[config.mk]
export PLATFORM = sky130hd
export DESIGN_NAME = multi_cycle_ctrl
export DESIGN_NICKNAME = d
export VERILOG_FILES = /design/src/rtl/multi_cycle_ctrl_pkg.sv /design/src/rtl/multi_cycle_ctrl_alu_op_decode.sv /design/src/rtl/multi_cycle_ctrl.sv
export SDC_FILE = /design/constraint.sdc
export NUM_CORES = 1
export LEC_CHECK = 0
export ABC_AREA = 0
export BUFFER_PORTS_ARGS = -buffer_cell sky130_fd_sc_hd__buf_2
export CORE_MARGIN = 2
export CORE_UTILIZATION = 43
export CTS_CLUSTER_DIAMETER = 120
export DETAILED_ROUTE_END_ITERATION = 10
export GPL_TIMING_DRIVEN = 0
export HOLD_SLACK_MARGIN = 0.15
export PLACE_DENSITY = 0.86
export SYNTH_ARGS = -nofsm -noshare
export SYNTH_HDL_FRONTEND = slang
export SYNTH_SLANG_ARGS = --single-unit
export TNS_END_PERCENT = 100
[constraint.sdc]
create_clock -name clk -period 1.4 [get_ports clk]
set_input_delay 0.14 -clock clk [delete_from_list [all_inputs] [get_ports clk]]
set_output_delay 0.14 -clock clk [all_outputs]
set_load 0.02 [all_outputs]
[src/rtl/multi_cycle_ctrl_pkg.sv]
`default_nettype none
//============================================================================
// Module      : multi_cycle_ctrl_pkg
// Description : Shared encodings for the multi-cycle MIPS control path.
// Revision    : 1.0 - initial release
//============================================================================
package multi_cycle_ctrl_pkg;

  // FSM state encodings (4-bit register)
  localparam logic [3:0] ST_IDLE = 4'd0;
  localparam logic [3:0] ST_IF   = 4'd1;
  localparam logic [3:0] ST_ID   = 4'd2;
  localparam logic [3:0] ST_MA   = 4'd3;
  localparam logic [3:0] ST_MR   = 4'd4;
  localparam logic [3:0] ST_LWB  = 4'd5;
  localparam logic [3:0] ST_MW   = 4'd6;
  localparam logic [3:0] ST_EXR  = 4'd7;
  localparam logic [3:0] ST_RWB  = 4'd8;
  localparam logic [3:0] ST_EXI  = 4'd9;
  localparam logic [3:0] ST_IWB  = 4'd10;
  localparam logic [3:0] ST_BR   = 4'd11;
  localparam logic [3:0] ST_J    = 4'd12;
  localparam logic [3:0] ST_JAL  = 4'd13;
  localparam logic [3:0] ST_JR   = 4'd14;

  localparam logic [5:0] OP_RTYPE = 6'h00;
  localparam logic [5:0] OP_J     = 6'h02;
  localparam logic [5:0] OP_JAL   = 6'h03;
  localparam logic [5:0] OP_BEQ   = 6'h04;
  localparam logic [5:0] OP_BNE   = 6'h05;
  localparam logic [5:0] OP_ADDI  = 6'h08;
  localparam logic [5:0] OP_SLTI  = 6'h0A;
  localparam logic [5:0] OP_ANDI  = 6'h0C;
  localparam logic [5:0] OP_ORI   = 6'h0D;
  localparam logic [5:0] OP_XORI  = 6'h0E;
  localparam logic [5:0] OP_LUI   = 6'h0F;
  localparam logic [5:0] OP_LW    = 6'h23;
  localparam logic [5:0] OP_SW    = 6'h2B;

  localparam logic [5:0] FN_SLL  = 6'h00;
  localparam logic [5:0] FN_SRL  = 6'h02;
  localparam logic [5:0] FN_SRA  = 6'h03;
  localparam logic [5:0] FN_JR   = 6'h08;
  localparam logic [5:0] FN_ADD  = 6'h20;
  localparam logic [5:0] FN_SUB  = 6'h22;
  localparam logic [5:0] FN_AND  = 6'h24;
  localparam logic [5:0] FN_OR   = 6'h25;
  localparam logic [5:0] FN_XOR  = 6'h26;
  localparam logic [5:0] FN_NOR  = 6'h27;
  localparam logic [5:0] FN_SLT  = 6'h2A;
  localparam logic [5:0] FN_SLTU = 6'h2B;

  // ALU operation select, shared with the ALU
  localparam logic [3:0] ALU_AND  = 4'd0;
  localparam logic [3:0] ALU_OR   = 4'd1;
  localparam logic [3:0] ALU_ADD  = 4'd2;
  localparam logic [3:0] ALU_SLL  = 4'd3;
  localparam logic [3:0] ALU_NOR  = 4'd4;
  localparam logic [3:0] ALU_SRL  = 4'd5;
  localparam logic [3:0] ALU_SUB  = 4'd6;
  localparam logic [3:0] ALU_SLT  = 4'd7;
  localparam logic [3:0] ALU_XOR  = 4'd8;
  localparam logic [3:0] ALU_SLTU = 4'd9;
  localparam logic [3:0] ALU_SRA  = 4'd10;

  localparam logic [1:0] REGDST_RT = 2'd0;
  localparam logic [1:0] REGDST_RD = 2'd1;
  localparam logic [1:0] REGDST_RA = 2'd2;

  localparam logic [1:0] M2R_ALUOUT = 2'd0;
  localparam logic [1:0] M2R_MDR    = 2'd1;
  localparam logic [1:0] M2R_PC     = 2'd2;
  localparam logic [1:0] M2R_LUI    = 2'd3;

  localparam logic [1:0] SRCA_PC = 2'd0;
  localparam logic [1:0] SRCA_RS = 2'd1;
  localparam logic [1:0] SRCA_RT = 2'd2;

  localparam logic [2:0] SRCB_RT       = 3'd0;
  localparam logic [2:0] SRCB_FOUR     = 3'd1;
  localparam logic [2:0] SRCB_SEXT     = 3'd2;
  localparam logic [2:0] SRCB_SEXT_SH2 = 3'd3;
  localparam logic [2:0] SRCB_SHAMT    = 3'd4;
  localparam logic [2:0] SRCB_ZEXT     = 3'd5;

  localparam logic [1:0] PCSRC_ALU    = 2'd0;
  localparam logic [1:0] PCSRC_ALUOUT = 2'd1;
  localparam logic [1:0] PCSRC_JUMP   = 2'd2;
  localparam logic [1:0] PCSRC_RS     = 2'd3;

  function automatic logic is_shift(input logic [5:0] fun);
    return (fun == FN_SLL) || (fun == FN_SRL) || (fun == FN_SRA);
  endfunction

endpackage
`default_nettype wire

[src/rtl/multi_cycle_ctrl_alu_op_decode.sv]
`default_nettype none
//============================================================================
// Module      : multi_cycle_ctrl_alu_op_decode
// Description : Maps R-type funct and I-type opcode to the 4-bit ALU op.
// Revision    : 1.0 - initial release
//============================================================================
module multi_cycle_ctrl_alu_op_decode
  import multi_cycle_ctrl_pkg::*;
(
  input  logic [5:0] i_opcode,
  input  logic [5:0] i_fun,
  output logic [3:0] o_funct_op,
  output logic       o_funct_legal,
  output logic [3:0] o_imm_op
);

  // jr is not an ALU funct; the FSM dispatches it before consulting this
  always_comb begin
    o_funct_op    = ALU_ADD;
    o_funct_legal = 1'b1;
    case (i_fun)
      FN_ADD:  o_funct_op = ALU_ADD;
      FN_SUB:  o_funct_op = ALU_SUB;
      FN_AND:  o_funct_op = ALU_AND;
      FN_OR:   o_funct_op = ALU_OR;
      FN_XOR:  o_funct_op = ALU_XOR;
      FN_NOR:  o_funct_op = ALU_NOR;
      FN_SLT:  o_funct_op = ALU_SLT;
      FN_SLTU: o_funct_op = ALU_SLTU;
      FN_SLL:  o_funct_op = ALU_SLL;
      FN_SRL:  o_funct_op = ALU_SRL;
      FN_SRA:  o_funct_op = ALU_SRA;
      default: o_funct_legal = 1'b0;
    endcase
  end

  always_comb begin
    o_imm_op = ALU_ADD;
    case (i_opcode)
      OP_SLTI: o_imm_op = ALU_SLT;
      OP_ANDI: o_imm_op = ALU_AND;
      OP_ORI:  o_imm_op = ALU_OR;
      OP_XORI: o_imm_op = ALU_XOR;
      default: o_imm_op = ALU_ADD;
    endcase
  end

endmodule
`default_nettype wire

[src/rtl/multi_cycle_ctrl.sv]
`default_nettype none
//============================================================================
// Module      : multi_cycle_ctrl
// Description : Control FSM for the multi-cycle MIPS datapath.
// Revision    : 1.0 - initial release
//============================================================================
module multi_cycle_ctrl
  import multi_cycle_ctrl_pkg::*;
#(
  parameter bit MEM_WAIT = 1'b1
) (
  input  logic       clk,
  input  logic       rst_n,
  input  logic [5:0] OPcode,
  input  logic [5:0] Fun,
  input  logic       zero,
  input  logic       MIO_ready,
  output logic       MemRead,
  output logic       MemWrite,
  output logic       CPU_MIO,
  output logic       IorD,
  output logic       IRWrite,
  output logic       RegWrite,
  output logic [1:0] RegDst,
  output logic [1:0] MemtoReg,
  output logic [1:0] ALUSrcA,
  output logic [2:0] ALUSrcB,
  output logic [1:0] PCSource,
  output logic       PCWrite,
  output logic [3:0] ALU_operation,
  output logic       illegal,
  output logic [3:0] state_out
);

  logic [3:0] r_state;
  logic [3:0] w_next;
  logic       w_mem_rdy;
  logic [3:0] w_funct_op;
  logic [3:0] w_imm_op;
  logic       w_funct_legal;

  assign w_mem_rdy = MEM_WAIT ? MIO_ready : 1'b1;
  assign CPU_MIO   = MemRead | MemWrite;
  assign state_out = r_state;

  multi_cycle_ctrl_alu_op_decode u_alu_op_decode (
    .i_opcode      (OPcode),
    .i_fun         (Fun),
    .o_funct_op    (w_funct_op),
    .o_funct_legal (w_funct_legal),
    .o_imm_op      (w_imm_op)
  );

  // Async reset forces IDLE, and every output decodes to 0 there, so strobes
  // drop the instant rst_n falls.
  always_ff @(posedge clk or negedge rst_n) begin
    if (!rst_n) r_state <= ST_IDLE;
    else        r_state <= w_next;
  end

  always_comb begin
    w_next        = ST_IF;
    MemRead       = 1'b0;
    MemWrite      = 1'b0;
    IorD          = 1'b0;
    IRWrite       = 1'b0;
    RegWrite      = 1'b0;
    RegDst        = REGDST_RT;
    MemtoReg      = M2R_ALUOUT;
    ALUSrcA       = SRCA_PC;
    ALUSrcB       = SRCB_RT;
    PCSource      = PCSRC_ALU;
    PCWrite       = 1'b0;
    ALU_operation = ALU_ADD;
    illegal       = 1'b0;
    case (r_state)
      ST_IDLE: ALU_operation = ALU_AND;
      ST_IF: begin
        MemRead = 1'b1;
        ALUSrcB = SRCB_FOUR;
        if (w_mem_rdy) begin
          IRWrite = 1'b1;
          PCWrite = 1'b1;
          w_next  = ST_ID;
        end else begin
          w_next  = ST_IF;
        end
      end
      ST_ID: begin
        ALUSrcB = SRCB_SEXT_SH2;
        case (OPcode)
          OP_LW, OP_SW: w_next = ST_MA;
          OP_RTYPE: begin
            if (Fun == FN_JR)       w_next = ST_JR;
            else if (w_funct_legal) w_next = ST_EXR;
            else                    illegal = 1'b1;
          end
          OP_ADDI, OP_SLTI, OP_ANDI, OP_ORI, OP_XORI, OP_LUI: w_next = ST_EXI;
          OP_BEQ, OP_BNE: w_next = ST_BR;
          OP_J:           w_next = ST_J;
          OP_JAL:         w_next = ST_JAL;
          default:        illegal = 1'b1;
        endcase
      end
      ST_MA: begin
        ALUSrcA = SRCA_RS;
        ALUSrcB = SRCB_SEXT;
        w_next  = (OPcode == OP_SW) ? ST_MW : ST_MR;
      end
      ST_MR: begin
        MemRead = 1'b1;
        IorD    = 1'b1;
        w_next  = w_mem_rdy ? ST_LWB : ST_MR;
      end
      ST_LWB: begin
        RegWrite = 1'b1;
        MemtoReg = M2R_MDR;
      end
      ST_MW: begin
        MemWrite = 1'b1;
        IorD     = 1'b1;
        w_next   = w_mem_rdy ? ST_IF : ST_MW;
      end
      ST_EXR: begin
        if (is_shift(Fun)) begin
          ALUSrcA = SRCA_RT;
          ALUSrcB = SRCB_SHAMT;
        end else begin
          ALUSrcA = SRCA_RS;
          ALUSrcB = SRCB_RT;
        end
        ALU_operation = w_funct_op;
        w_next        = ST_RWB;
      end
      ST_RWB: begin
        RegWrite      = 1'b1;
        RegDst        = REGDST_RD;
        ALU_operation = w_funct_op;
      end
      ST_EXI: begin
        ALUSrcA = SRCA_RS;
        if (OPcode == OP_ADDI || OPcode == OP_SLTI)
          ALUSrcB = SRCB_SEXT;
        else if (OPcode == OP_ANDI || OPcode == OP_ORI || OPcode == OP_XORI)
          ALUSrcB = SRCB_ZEXT;
        ALU_operation = w_imm_op;
        w_next        = ST_IWB;
      end
      ST_IWB: begin
        RegWrite = 1'b1;
        MemtoReg = (OPcode == OP_LUI) ? M2R_LUI : M2R_ALUOUT;
      end
      ST_BR: begin
        ALUSrcA       = SRCA_RS;
        ALU_operation = ALU_SUB;
        PCSource      = PCSRC_ALUOUT;
        PCWrite       = ((OPcode == OP_BEQ) & zero) | ((OPcode == OP_BNE) & ~zero);
      end
      ST_J: begin
        PCSource = PCSRC_JUMP;
        PCWrite  = 1'b1;
      end
      ST_JAL: begin
        PCSource = PCSRC_JUMP;
        PCWrite  = 1'b1;
        RegWrite = 1'b1;
        RegDst   = REGDST_RA;
        MemtoReg = M2R_PC;
      end
      ST_JR: begin
        PCSource = PCSRC_RS;
        PCWrite  = 1'b1;
      end
      default: w_next = ST_IF;
    endcase
  end

endmodule
`default_nettype wire

Yosys cells after proc, flatten, opt, wreduce, memory -nomap -nowiden
Index checks and enable logic that the tools add are counted.
{"block": "op_classes", "n_addsub": 0, "mul": 0, "div": 0, "magnitude_cmp": 0, "eq_ne": 37, "n_shift": 0, "n_mux": 33, "n_bitwise": 5, "reduce_logical": 20}
{"op": "== test 6 bit (second input constant)", "n": 10}
{"op": "== test 6 x 4 -> 1 bit (second input constant)", "n": 7}
{"op": "case mux 4 bit (10 select lines)", "n": 1}
{"op": "case mux 4 bit (4 select lines)", "n": 2}
{"op": "== test 4 bit (second input constant)", "n": 7}
{"op": "case mux 4 bit (7 select lines)", "n": 1}
{"op": "== test 6 x 2 -> 1 bit (second input constant)", "n": 4}
{"op": "case mux 4 bit (6 select lines)", "n": 1}
{"op": "== test 4 x 3 -> 1 bit (second input constant)", "n": 4}
{"op": "two-way mux 3 bit", "n": 5}
{"op": "case mux 3 bit (5 select lines)", "n": 1}
{"op": "== test 6 x 3 -> 1 bit (second input constant)", "n": 2}
{"op": "logical NOT 6 bit", "n": 2}
{"op": "case mux 2 bit (3 select lines)", "n": 2}
{"op": "OR reduction 12 bit", "n": 1}
{"op": "OR reduction 2 bit", "n": 6}
{"op": "two-way mux 1 bit", "n": 11}
{"op": "OR reduction 11 bit", "n": 1}
{"op": "== test 4 x 2 -> 1 bit (second input constant)", "n": 2}
{"op": "two-way mux 2 bit", "n": 4}
{"op": "case mux 2 bit (2 select lines)", "n": 2}
{"op": "OR reduction 3 bit", "n": 2}
{"op": "OR reduction 6 bit", "n": 1}
{"op": "logical OR 1 bit", "n": 5}
{"op": "other kinds (9)", "n": 11}
{"block": "word_totals", "reg_bits": 4, "latchBits": 0, "ramBits": 0, "rom_bits": 0, "in_bits": 16, "word_cells": 96, "n_memories": 0}

Logic depth before layout (Yosys ltp)
{"block": "logic_depth", "ltp_word": 7, "mapped_depth": 6, "depth_no_buf": 5}

By module
From an unflattened synthesis, not the netlist that was laid out.
{"block": "hier_totals", "hier_cells": 167, "hier_area_um2": 1104.8}
{"mod": "multi_cycle_ctrl", "n_inst": 1, "cells_per_inst": 131, "area_each_um2": 884.6}
{"mod": "multi_cycle_ctrl_alu_op_decode", "n_inst": 1, "cells_per_inst": 36, "area_each_um2": 220.2}

Worst setup path before layout
Ideal clock, no wire load.
{"block": "synth_timing", "path_kind": "flip-flop to output port", "startpoint": "register r_state[3] (netlist: state_out[3])", "endpoint": "output ALU_operation[3]", "arrival_time_ns": 1.690, "slack_ns": -0.430, "stages_incl_launch_ff": 7, "cell_sequence": "dfrtp_1 -> buf_2 -> nand2b_4 -> or3_1 -> a21oi_1 -> nand2_1 -> o21ai_1"}
{"block": "synth_via", "elab_chain_cells": 3, "word_cells_on_any_way": 7, "cone_classes": "eq/ne: 4; mux: 1; reduce/logical: 2"}
{"item": "from (decl)", "line": "multi_cycle_ctrl.sv:35", "source": "logic [3:0] r_state;"}
{"item": "from (signal assigned)", "line": "multi_cycle_ctrl.sv:58", "source": "else r_state <= w_next;"}
{"item": "== test 4 x 3 -> 1 bit or == test 4 bit (tied branches)", "line": "multi_cycle_ctrl.sv:76", "source": "case (r_state)"}
{"item": "OR reduction 2 bit (no line)"}
{"item": "case mux 4 bit (4 select lines) *", "line": "multi_cycle_ctrl.sv:76"}
{"item": "to (decl)", "line": "multi_cycle_ctrl.sv:30", "source": "output logic [3:0] ALU_operation,"}
Mark *: on every way between the ends. The rest lies on a longest branch, timed or not.

Worst setup path after layout
{"block": "layout_timing", "startpoint": "register r_state[0] (netlist: state_out[0])", "endpoint": "output MemtoReg[1]"}
{"block": "layout_via", "elab_chain_cells": 2, "word_cells_on_any_way": 4, "cone_classes": "eq/ne: 3; mux: 1"}
{"item": "== test 4 bit or == test 4 x 3 -> 1 bit (tied branches)", "line": "multi_cycle_ctrl.sv:76"}
{"item": "case mux 2 bit (3 select lines) *", "line": "multi_cycle_ctrl.sv:76"}
{"item": "to (decl)", "line": "multi_cycle_ctrl.sv:25", "source": "output logic [1:0] MemtoReg,"}
Marked as above.

==> results_dict.tcl <==
set metrics [dict create \
    drc 0 \
    pin_count 43 \
    wl_per_cell_um 24.1 \
    required_ps 1260 \
    overflow 0 \
    cts_buffers 3 \
    p_per_area_nw_per_um2 2030 \
    drt_pass1_iterations 7 \
    syn_inst 161 \
    grt_max_degree 11 \
    relSlewSlack 0.613 \
    cts_tree "done" \
    fill_cells 103 \
    clk_latency_ps 240 \
    largest_reg_flops 4 \
    synth.distinct_cells 43 \
    cts_sinks 4 \
    synth_flop_cell "dfrtp_1" \
    cp_data_arrival_time_ps 1750 \
    finalCritPeriodShare 1.35 \
    ant_nets 0 \
    rows 17 \
    r2r_cells 7 \
    fin_setup_tns_ps -8490 \
    drv_slew 0 \
    routed_wl_um 6180 \
    die_h_um 52.7 \
    fin_util 0.895 \
    drtIter0Drc 186 \
    tightest_slew_ps 572 \
    synth_warnings 0 \
    dieArea_um2 2780 \
    nets 246 \
    syn_avg_cell_area_um2 6.33 \
    async_reset_ff_frac 1.00 \
    synthTopCellsByCount "18 x nor2_1, 15 x nand2_1, 14 x a21oi_1" \
    fmax_ghz 0.528 \
    holdCritPathClass "input pin to async pin" \
    synth_nets 177 \
    grt_usage 0.376 \
    setup_viol 27 \
    crit_fanout 5 \
    vias_per_cell 7.03 \
    synth_edf_count 0 \
    grt_pass1_wl_um 7710 \
    violations "negative setup slack" \
    netlist_area_um2 1020 \
    port_buffers 36 \
    yosysMostFrequentCell "nor2_1" \
    ys_seq_area_frac 0.0982 \
    die_w_um 52.7 \
    cp-start-kind "register" \
    layout_setup_ws_ps -495 \
    clock_skew_ps 7.90 \
    drv_cap 0 \
    first_global_vias 1618 \
    hold_viol 0 \
    worstSetupPathType "register to primary output" \
    vdd_drop_max_mv 1.45 \
    diodes 0 \
    p_leak_nw 0.856 \
    area_delta_synth_final_pct 96.1 \
    gp_congestion 0.880 \
    hpwlAfterDp_um 2380 \
    clock_path_buffers 2 \
    synth.area.top_cells "dfrtp_1 9.8%, a21oi_1 6.9%, nor2_1 6.6%" \
    cts-root-buf "clkbuf_4" \
    ys_ff_latch 4 \
    period_needed_ps 1890 \
    power_mw 4.06 \
    core-area_um2 2230 \
    yosys.area.top_type "dfrtp_1" \
    rsz0062_at_grt "yes" \
    clkTransAtPathRegs_ps 50 \
    h-tree-depth 1 \
    start_util 0.457 \
    vias 1806 \
    antenna_found_initial 0 \
    drive_above_1_share 0.598 \
    status "finished, violations left" \
    end_kind "primary output" \
    synth_top_area_share 0.0982 \
]
-- what timing repair did --
item / 4_1_cts / 5_1_grt
hold buffers: 1 / 0
endpoints found under the setup margin: 25 / 27
hold endpoints to repair: 4 / 0
setup buffers: 17 / 15
pin swaps: 19 / 14
gates resized for setup: 87 / 40
-- through the flow --
stage               area, um2  setup slack, ps  std cells  hold slack, ps
floorplan                1110             -253        161            -156
global placement         1320             -338        225           -54.2
detailed placement       1320             -335        225           -47.3
CTS                      1790             -485        246             233
global route             2000             -539        257             257
finish                   2000             -495        257             244
-- worst max-delay path, cell delays in order, from the launching register on --
cell and delay [ps]:
dfrtp_2 460, buf_8 170, nor2b_4 170, nand4_1 160, o21ai_1 220, and2_2 190
buf_4 150
-- power by group --
part | leakage [nW] | internal, mW | switching [mW]
Sequential | 0.0473 | 0.176 | 0.0745
Combinational | 0.794 | 1.63 | 2.01
Clock | 0.0150 | 0.108 | 0.0628
-- kinds of logic (layout without fill, tap and decap cells) --
| family | after synthesis | count (layout) | share of synthesized area |
|---|---|---|---|
| AOI/OAI and AO/OA | 50 | 50 | 0.328 |
| xor gates and xnor gates | 4 | 4 | 0.0344 |
| buffers and inverters | 21 | 89 | 0.0920 |
| DFF | 4 | 4 | 0.0982 |
| and+or+nand+nor | 82 | 82 | 0.448 |
-- per-layer routing --
metal	wire (um)	global-route usage
met1	2060	0.451
met3	792	0.0600
met2	2720	0.625
met5	0	0
met4	611	0.214
-- placed cells by master (no fill, tap or decap), types with 3 or more instances in the layout --
master / Yosys / final
a21oi_1: 14 / 9
a21oi_2: 0 / 3
a31oi_1: 4 / 4
buf_2: 6 / 18
buf_4: 0 / 24
buf_6: 1 / 28
clkbuf_1: 7 / 3
clkbuf_4: 0 / 4
dfrtp_2: 0 / 3
inv_1: 7 / 4
nand2_1: 15 / 7
nand2_2: 0 / 4
nand2_4: 0 / 4
nand2b_1: 7 / 4
nand2b_4: 2 / 5
nand3_1: 7 / 4
nor2_1: 18 / 9
nor2_2: 0 / 3
nor2_4: 0 / 6
nor3_1: 7 / 3
nor3_2: 1 / 4
o21ai_0: 11 / 3
o21ai_1: 4 / 7
o21ai_2: 0 / 3
o22ai_1: 3 / 3
o31ai_1: 3 / 3
-- layout make-up --
class,instances,area [um2],area share
Multi-Input combinational cell,136,1110,0.556
Sequential cell,4,104,0.0519
Clock buffer,4,26.3,0.0131
Tap cell,28,35.0,0.0175
Timing Repair Buffer,66,574,0.287
Buffer,12,116,0.0582
Inverter,7,31.3,0.0156
-- final timing paths --
path | start | end | slack [ps]
worst max-delay path | state_out[0] | MemtoReg[1] | -490
max in group asynchronous | rst_n | state_out[0] | 1000
worst max register to register | state_out[2] | state_out[1] | -390
worst min-delay path | rst_n | state_out[2] | 240
worst min register to register | state_out[0] | state_out[3] | 850
min in group clk | OPcode[4] | state_out[0] | 360
Note: power is estimated with default switching activity, not from simulation.
